$ cat config.mk
export PLATFORM = sky130hd
export DESIGN_NAME = serial_subtractor8
export DESIGN_NICKNAME = d
export VERILOG_FILES = /design/src/rtl/serial_sub_pkg.sv /design/src/rtl/full_subtractor.sv /design/src/rtl/serial_subtractor8.sv
export SDC_FILE = /design/constraint.sdc
export NUM_CORES = 1
export LEC_CHECK = 0
export BUFFER_PORTS_ARGS = -buffer_cell sky130_fd_sc_hd__buf_4
export CAP_MARGIN = 20
export CORE_AREA = 2 2 65 67
export DETAILED_ROUTE_END_ITERATION = 7
export DIE_AREA = 0 0 67 69
export MAX_ROUTING_LAYER = met4
export PLACE_DENSITY = 0.73
export SYNTH_ARGS = -nofsm -noshare
export SYNTH_HDL_FRONTEND = slang
export SYNTH_SLANG_ARGS = --single-unit
$ cat constraint.sdc
create_clock -name clk -period 1.5 [get_ports clk]
set_input_delay 0.075 -clock clk [delete_from_list [all_inputs] [get_ports clk]]
set_output_delay 0.075 -clock clk [all_outputs]
set_load 0.03 [all_outputs]
$ cat src/rtl/serial_sub_pkg.sv
// Shared types and constants for the
// bit-serial subtractor.
package serial_sub_pkg;

  typedef enum logic [1:0] {
    IDLE  = 2'd0,
    SHIFT = 2'd1,
    DONE  = 2'd2
  } sub_state_t;

  localparam int SUB_WIDTH_DEFAULT = 8;

endpackage

$ cat src/rtl/full_subtractor.sv
// One-bit full subtractor cell:
// d = a - b - bin, with borrow out.
module full_subtractor (
  input  logic a,
  input  logic b,
  input  logic bin,
  output logic d,
  output logic bout
);

  always_comb begin
    d    = a ^ b ^ bin;
    bout = (~a & b) | (~(a ^ b) & bin);
  end

endmodule

$ cat src/rtl/serial_subtractor8.sv
// Bit-serial a - b - bin, LSB first,
// behind a start/ready/done handshake.
module serial_subtractor8
  import serial_sub_pkg::*;
#(
  parameter int WIDTH = SUB_WIDTH_DEFAULT
) (
  input  logic             clk,
  input  logic             rst_n,
  input  logic             start,
  input  logic [WIDTH-1:0] a,
  input  logic [WIDTH-1:0] b,
  input  logic             bin,
  output logic             ready,
  output logic             done,
  output logic [WIDTH-1:0] diff,
  output logic             bout,
  output logic             ovf
);

  localparam int CW = $clog2(WIDTH);
  localparam logic [CW-1:0] LAST = CW'(WIDTH - 1);

  sub_state_t       state;
  sub_state_t       nxt;
  logic [CW-1:0]    cnt;
  logic [WIDTH-1:0] ra;
  logic [WIDTH-1:0] rb;
  logic [WIDTH-1:0] res;
  logic [WIDTH-1:0] res_nxt;
  logic             br;
  logic             am;
  logic             bm;
  logic             cd;
  logic             cb;
  logic             last;

  full_subtractor u_cell (
    .a    (ra[0]),
    .b    (rb[0]),
    .bin  (br),
    .d    (cd),
    .bout (cb)
  );

  assign last    = (cnt == LAST);
  assign res_nxt = {cd, res[WIDTH-1:1]};
  assign ready   = (state == IDLE);
  assign done    = (state == DONE);

  always_ff @(posedge clk or negedge rst_n) begin
    if (!rst_n) begin
      state <= IDLE;
    end else begin
      state <= nxt;
    end
  end

  always_comb begin
    nxt = state;
    unique case (state)
      IDLE:    if (start) nxt = SHIFT;
      SHIFT:   if (last) nxt = DONE;
      DONE:    nxt = IDLE;
      default: nxt = IDLE;
    endcase
  end

  always_ff @(posedge clk or negedge rst_n) begin
    if (!rst_n) begin
      cnt  <= '0;
      ra   <= '0;
      rb   <= '0;
      res  <= '0;
      br   <= 1'b0;
      am   <= 1'b0;
      bm   <= 1'b0;
      diff <= '0;
      bout <= 1'b0;
      ovf  <= 1'b0;
    end else begin
      unique case (state)
        IDLE: begin
          if (start) begin
            ra  <= a;
            rb  <= b;
            br  <= bin;
            am  <= a[WIDTH-1];
            bm  <= b[WIDTH-1];
            res <= '0;
            cnt <= '0;
          end
        end
        SHIFT: begin
          ra  <= ra >> 1;
          rb  <= rb >> 1;
          br  <= cb;
          res <= res_nxt;
          cnt <= cnt + CW'(1);
          // Results are published only on the final bit.
          if (last) begin
            diff <= res_nxt;
            bout <= cb;
            ovf  <= (am ^ bm) & (am ^ cd);
          end
        end
        default: begin
        end
      endcase
    end
  end

endmodule

# [Word level (Yosys, flattened, before mapping)]
# Cells that the tools add are included.
[word_totals] ff_bits=42 input_bits=20 out_inout_bits=12 wordCells=46
[op_classes] addsub=1 eq_ne=5 muxes=13 bitwise=10 reduce_logical=6
[ops] cell="case mux 8 bit (2 select lines)" n=3
[ops] cell="two-way mux 8 bit" n=3
[ops] cell="AND reduction 2 bit" n=4
[ops] cell="case mux 3 bit (2 select lines)" n=1
[ops] cell="two-way mux 2 bit" n=2
[ops] cell="inequality test 2 bit, second input constant" n=2
[ops] cell="case mux 2 bit (2 select lines)" n=1
[ops] cell="bitwise XOR 1 bit" n=4
[ops] cell="adder 3 x 1 -> 3 bit, second input constant" n=1
[ops] cell="AND 1 bit" n=3
[ops] cell="== test 3 bit, second input constant" n=1
[ops] cell="two-way mux 3 bit" n=1
[ops] cell="== test 2 x 1 -> 1 bit, second input constant" n=1
[ops] cell="== test 2 bit, second input constant" n=1
[ops] cell="zero test 2 bit" n=1
[ops] cell="inverter 1 bit" n=2
[ops] cell="case mux 1 bit (2 select lines)" n=1
[ops] cell="nonzero test 2 bit" n=1
[ops] cell="two-way mux 1 bit" n=1
[ops] cell="OR 1 bit" n=1

# [Longest topological paths before layout]
[depth] ltp_word=5 depth_mapped=6 depth_no_buf=5

# [Cells and area by module]
# From an unflattened synthesis, not the netlist that was laid out.
[hier_totals] hier_cells=161 area_unflattened_um2=1896.8
[by_module_without_submodules] mod="serial_subtractor8" instances=1 cells_per_inst=157 area_per_inst_um2=1865.5 seq_area_each_um2=1026.0
[by_module_without_submodules] mod="full_subtractor" instances=1 cells_per_inst=4 area_per_inst_um2=31.3 seq_area_each_um2=0.0

# [Worst setup path before layout]
# Ideal clock, no wire load.
[synth_path] kind="reg-to-reg" start="reg cnt[0]" end="reg diff[0]" t_arrival_ps=1315 t_required_ps=1375 setup_slack_ps=60 stages_incl_launch_ff=6 path_buffers=1 synth_period_minus_slack_ps=1440 path_cell_list="dfrtp_1 ha_1 ha_1 nand3b_2 buf_6 mux2_4"
[synth_via] elab_chain_len=2
[synth_rtl] item="from (decl)" line_no="serial_subtractor8.sv:26" source="logic [CW-1:0] cnt;"
[synth_rtl] item="from (signal assigned)" line_no="serial_subtractor8.sv:99" source="cnt <= cnt + CW'(1);"
[synth_rtl] item="== test 3 bit" line_no="serial_subtractor8.sv:46" source="assign last = (cnt == LAST);"
[synth_rtl] item="AND reduction 2 bit (no source line)"
[synth_rtl] item="to (signal assigned)" line_no="serial_subtractor8.sv:102" source="diff <= res_nxt;"
[synth_rtl] item="to (decl)" line_no="serial_subtractor8.sv:16" source="output logic [WIDTH-1:0] diff,"
# Every way passes these cells.
# A chain may end at the register's enable or synchronous reset.

# [Final worst setup path]
[layout_path] start="reg cnt[0]" end="reg diff[2]"
# The elaborated chain is that of the path after synthesis.

==> results.sh <==
export IMPL_overflow=0
export IMPL_dieArea_mm2=0.00462
export IMPL_combPwrFrac=0.419
export IMPL_yosysSeqAreaShare=0.543
export IMPL_holdPathStages=2
export IMPL_synth_avg_cell_area_um2=11.7
export IMPL_hp_class="in2reg"
export IMPL_cts_root_buf="clkbuf_8"
export IMPL_critPathMaxStageDelay_ns=0.40
export IMPL_worst_pin_slew_ns=0.518
export IMPL_p_leak_uw=0.00114
export IMPL_setup_slack_ns=0.0692
export IMPL_max_clock_path_buffers=2
export IMPL_endpoint_kind="register"
export IMPL_yosys_area_top_type_share=0.543
export IMPL_fin_crit_sh=0.954
export IMPL_yosys_top_cells_count="dfrtp_1, o21ai_0, a21oi_1"
export IMPL_synth_edf_count=0
export IMPL_wirelength_um=3870
export IMPL_cp_max_fo=4
export IMPL_use_met3=0.0587
export IMPL_dieWidth_um=67
export IMPL_worst_setup_path_type="reg2reg"
export IMPL_drt_initial_drc_count=120
export IMPL_period_minus_slack_ns=1.43
export IMPL_peakVddDrop_uv=764
export IMPL_path_cells="ha_2, ha_2, nand3b_2, buf_6, mux2_2"
export IMPL_setup_viol=0
export IMPL_antenna_found_initial=0
export IMPL_power_switching_uw=1640
export IMPL_power_density_mw_per_mm2=1940
export IMPL_met2_usage=0.294
export IMPL_drive_gt1_frac=0.351
export IMPL_fin_tns_setup_ns=0
export IMPL_drt_wirelength_per_cell_um=15.2
export IMPL_viasPerCell=5.36
export IMPL_holdWs_ns=0.0270
export IMPL_via_count=1367
export IMPL_max_freq_mhz=699
export IMPL_relSlewSlack=0.655
export IMPL_cp_slowest_cell="dfrtp_1"
export IMPL_synth_area_leaders="dfrtp_1, mux2_4, a22oi_1"
export IMPL_rr_startpoint="cnt[0]"
export IMPL_synth_top_family_by_area="compound AO/OA/AOI/OAI gates"
export IMPL_clkLatencyLatePin_ns=0.29
export IMPL_areaGrowthSynthToFinish_pct=25.0
export IMPL_worstReg2RegEnd="diff[2]"
export IMPL_synth_most_common_cell="dfrtp_1"
export IMPL_n_antenna_cell=0
export IMPL_track_usage=0.200
export IMPL_critPathArrivalTime_ns=1.61
export IMPL_p_sw_frac=0.358
export IMPL_yosysTopAreaCell="dfrtp_1"
export IMPL_port_buffer_count=31
export IMPL_htreeDepth=2
export IMPL_intPower_uw=2940
export IMPL_reg2reg_depth=5
export IMPL_rrSetupSlack_ns=0.07
export IMPL_synth_ff_type="dfrtp_1"
export IMPL_synth_distinct_cells=28
export IMPL_grt_start_max_net_pins=42
export IMPL_grt_pass1_vias=1436
export IMPL_first_pass_iters=4
export IMPL_synth_compound_area_frac=0.209
export IMPL_start_kind="register"
export IMPL_place_ws_ns=0.00701
export IMPL_tritoncts="done"
export IMPL_gp_congestion=0.842
export IMPL_async_flop_share=1.00
export IMPL_grt_busiest_layer="met2"
export IMPL_min_from="b[7]"
export IMPL_seq_power_share=0.411
export IMPL_num_io_pins=32
export IMPL_syn_inst=162
export IMPL_cp_top_family="flip-flops"
export IMPL_fin_skew_ns=0.00683
export IMPL_cts_sinks=41
export IMPL_crit_top_cell="ha_2"
export IMPL_cts_inserted_buffers=5
export IMPL_hpwl_um=2710
export IMPL_drv_cap=0
export IMPL_drc=0
export IMPL_grt_pass1_wl_um=6870
export IMPL_yosysWarnings=0
export IMPL_cp_required_ns=1.68
export IMPL_synth_fp_nets=185
export IMPL_slew_violations=0
export IMPL_final_core_util=0.604
export IMPL_syn_area_mm2=0.00189
export IMPL_nets=227
export IMPL_synthMuxAreaShare=0.0735
export IMPL_synth_simple_area_share=0.107
export IMPL_met1_usage=0.270
export IMPL_hold_viol_final=0
export IMPL_min_to="bm"
export IMPL_initial_core_util=0.483
export IMPL_core_area_mm2=0.00391
export IMPL_die_h_um=69
export IMPL_fp_row_count=23
export IMPL_antenna_left=0
export IMPL_yosys_register_bits=41
export IMPL_power_share_clock=0.169
export IMPL_crit_buf_inv=1
export IMPL_synth_fa_ha_area_frac=0.0238
export IMPL_synth_xor_area_share=0
export IMPL_clk_pin_slew_ns=0.08
export IMPL_run_status="finished, final reports clean"
==> worst reg2reg max path: stages, from the launching register on <==
cell	delay [ns]
dfrtp_1	0.40
ha_2	0.19
ha_2	0.18
nand3b_2	0.10
buf_6	0.12
mux2_2	0.33
==> sequential cells by signal (all words and copies together) (netlist names) <==
signal and count:
ra 8, state 2, am 1, diff 8, br 1, bm 1
ovf 1, bout 1, rb 8, cnt 3, res 7
==> cells in the final DEF, fill, tap and decap left out, types with 2 or more instances in the layout <==
| cell | synthesis | final |
|---|---|---|
| a22o_1 | 9 | 9 |
| nor2b_1 | 12 | 12 |
| o21ai_0 | 17 | 16 |
| buf_6 | 2 | 2 |
| a2bb2oi_1 | 3 | 3 |
| nand2_1 | 7 | 7 |
| mux2_2 | 3 | 3 |
| clkbuf_8 | 0 | 7 |
| mux2_4 | 7 | 7 |
| buf_4 | 0 | 42 |
| o21ai_1 | 3 | 4 |
| dfrtp_1 | 41 | 41 |
| a22oi_1 | 13 | 13 |
| and2b_1 | 7 | 7 |
| inv_2 | 0 | 2 |
| a21oi_1 | 15 | 15 |
| ha_2 | 0 | 2 |
==> cell families (layout without fill, tap and decap cells) <==
kind of cell	after synthesis	in the layout
compound gates	62	62
fa+ha+maj	3	3
buf+inv	14	57
flops	41	41
mux	10	10
simple gates	32	32
==> layer usage <==
metal	part of all wire	routed length [um]
met1	0.44	1710
met2	0.50	1940
met3	0.045	175
met4	0.012	46
met5	0	0
==> what timing repair did <==
item,4_1_cts,5_1_grt
hold buffers,1,0
pin swaps,0,1
endpoints found under the hold margin,41,0
resized for setup,2,7
setup endpoints to repair,4,9
setup buffers,0,2
==> worst max-delay path by stage <==
stage | start | endpoint | slack [ns] | cells past startpoint
after floorplan | cnt[0] | diff[0] | 0.06 | 5
after global placement | cnt[0] | diff[7] | 0.05 | 5
after detailed placement | cnt[0] | diff[5] | 0.007 | 5
after CTS | cnt[0] | diff[5] | 0.009 | 5
after global routing | cnt[0] | diff[7] | -0.002 | 5
final | cnt[0] | diff[2] | 0.07 | 5
==> power by group through the flow <==
stage	registers (uW)	clock network (uW)	logic, uW
6_report	1890	776	1920
5_1_grt	1950	867	2130
4_1_cts	1880	804	1890
3_5_place_dp	1900	0	1880
3_3_place_gp	1860	0	1800
2_1_floorplan	2000	0	1120
==> metrics by stage <==
step / power (uW) / std cells / area (um2)
CTS: 4570 / 253 / 2330
finish: 4580 / 255 / 2360
detailed placement: 3770 / 244 / 2220
floorplan: 3120 / 162 / 1890
global placement: 3660 / 244 / 2220
global route: 4940 / 255 / 2360
==> area by class of cell <==
| cell class | count | area [um2] |
|---|---|---|
| clock buffers | 7 | 96.3 |
| clock inverters | 1 | 5.00 |
| fillers | 345 | 1550 |
| inverters | 3 | 11.3 |
| multi-input cells | 107 | 793 |
| flip-flops and latches | 41 | 1030 |
| well taps | 50 | 62.6 |
| repair buffers | 46 | 368 |
(Power assumes the default switching activity.)
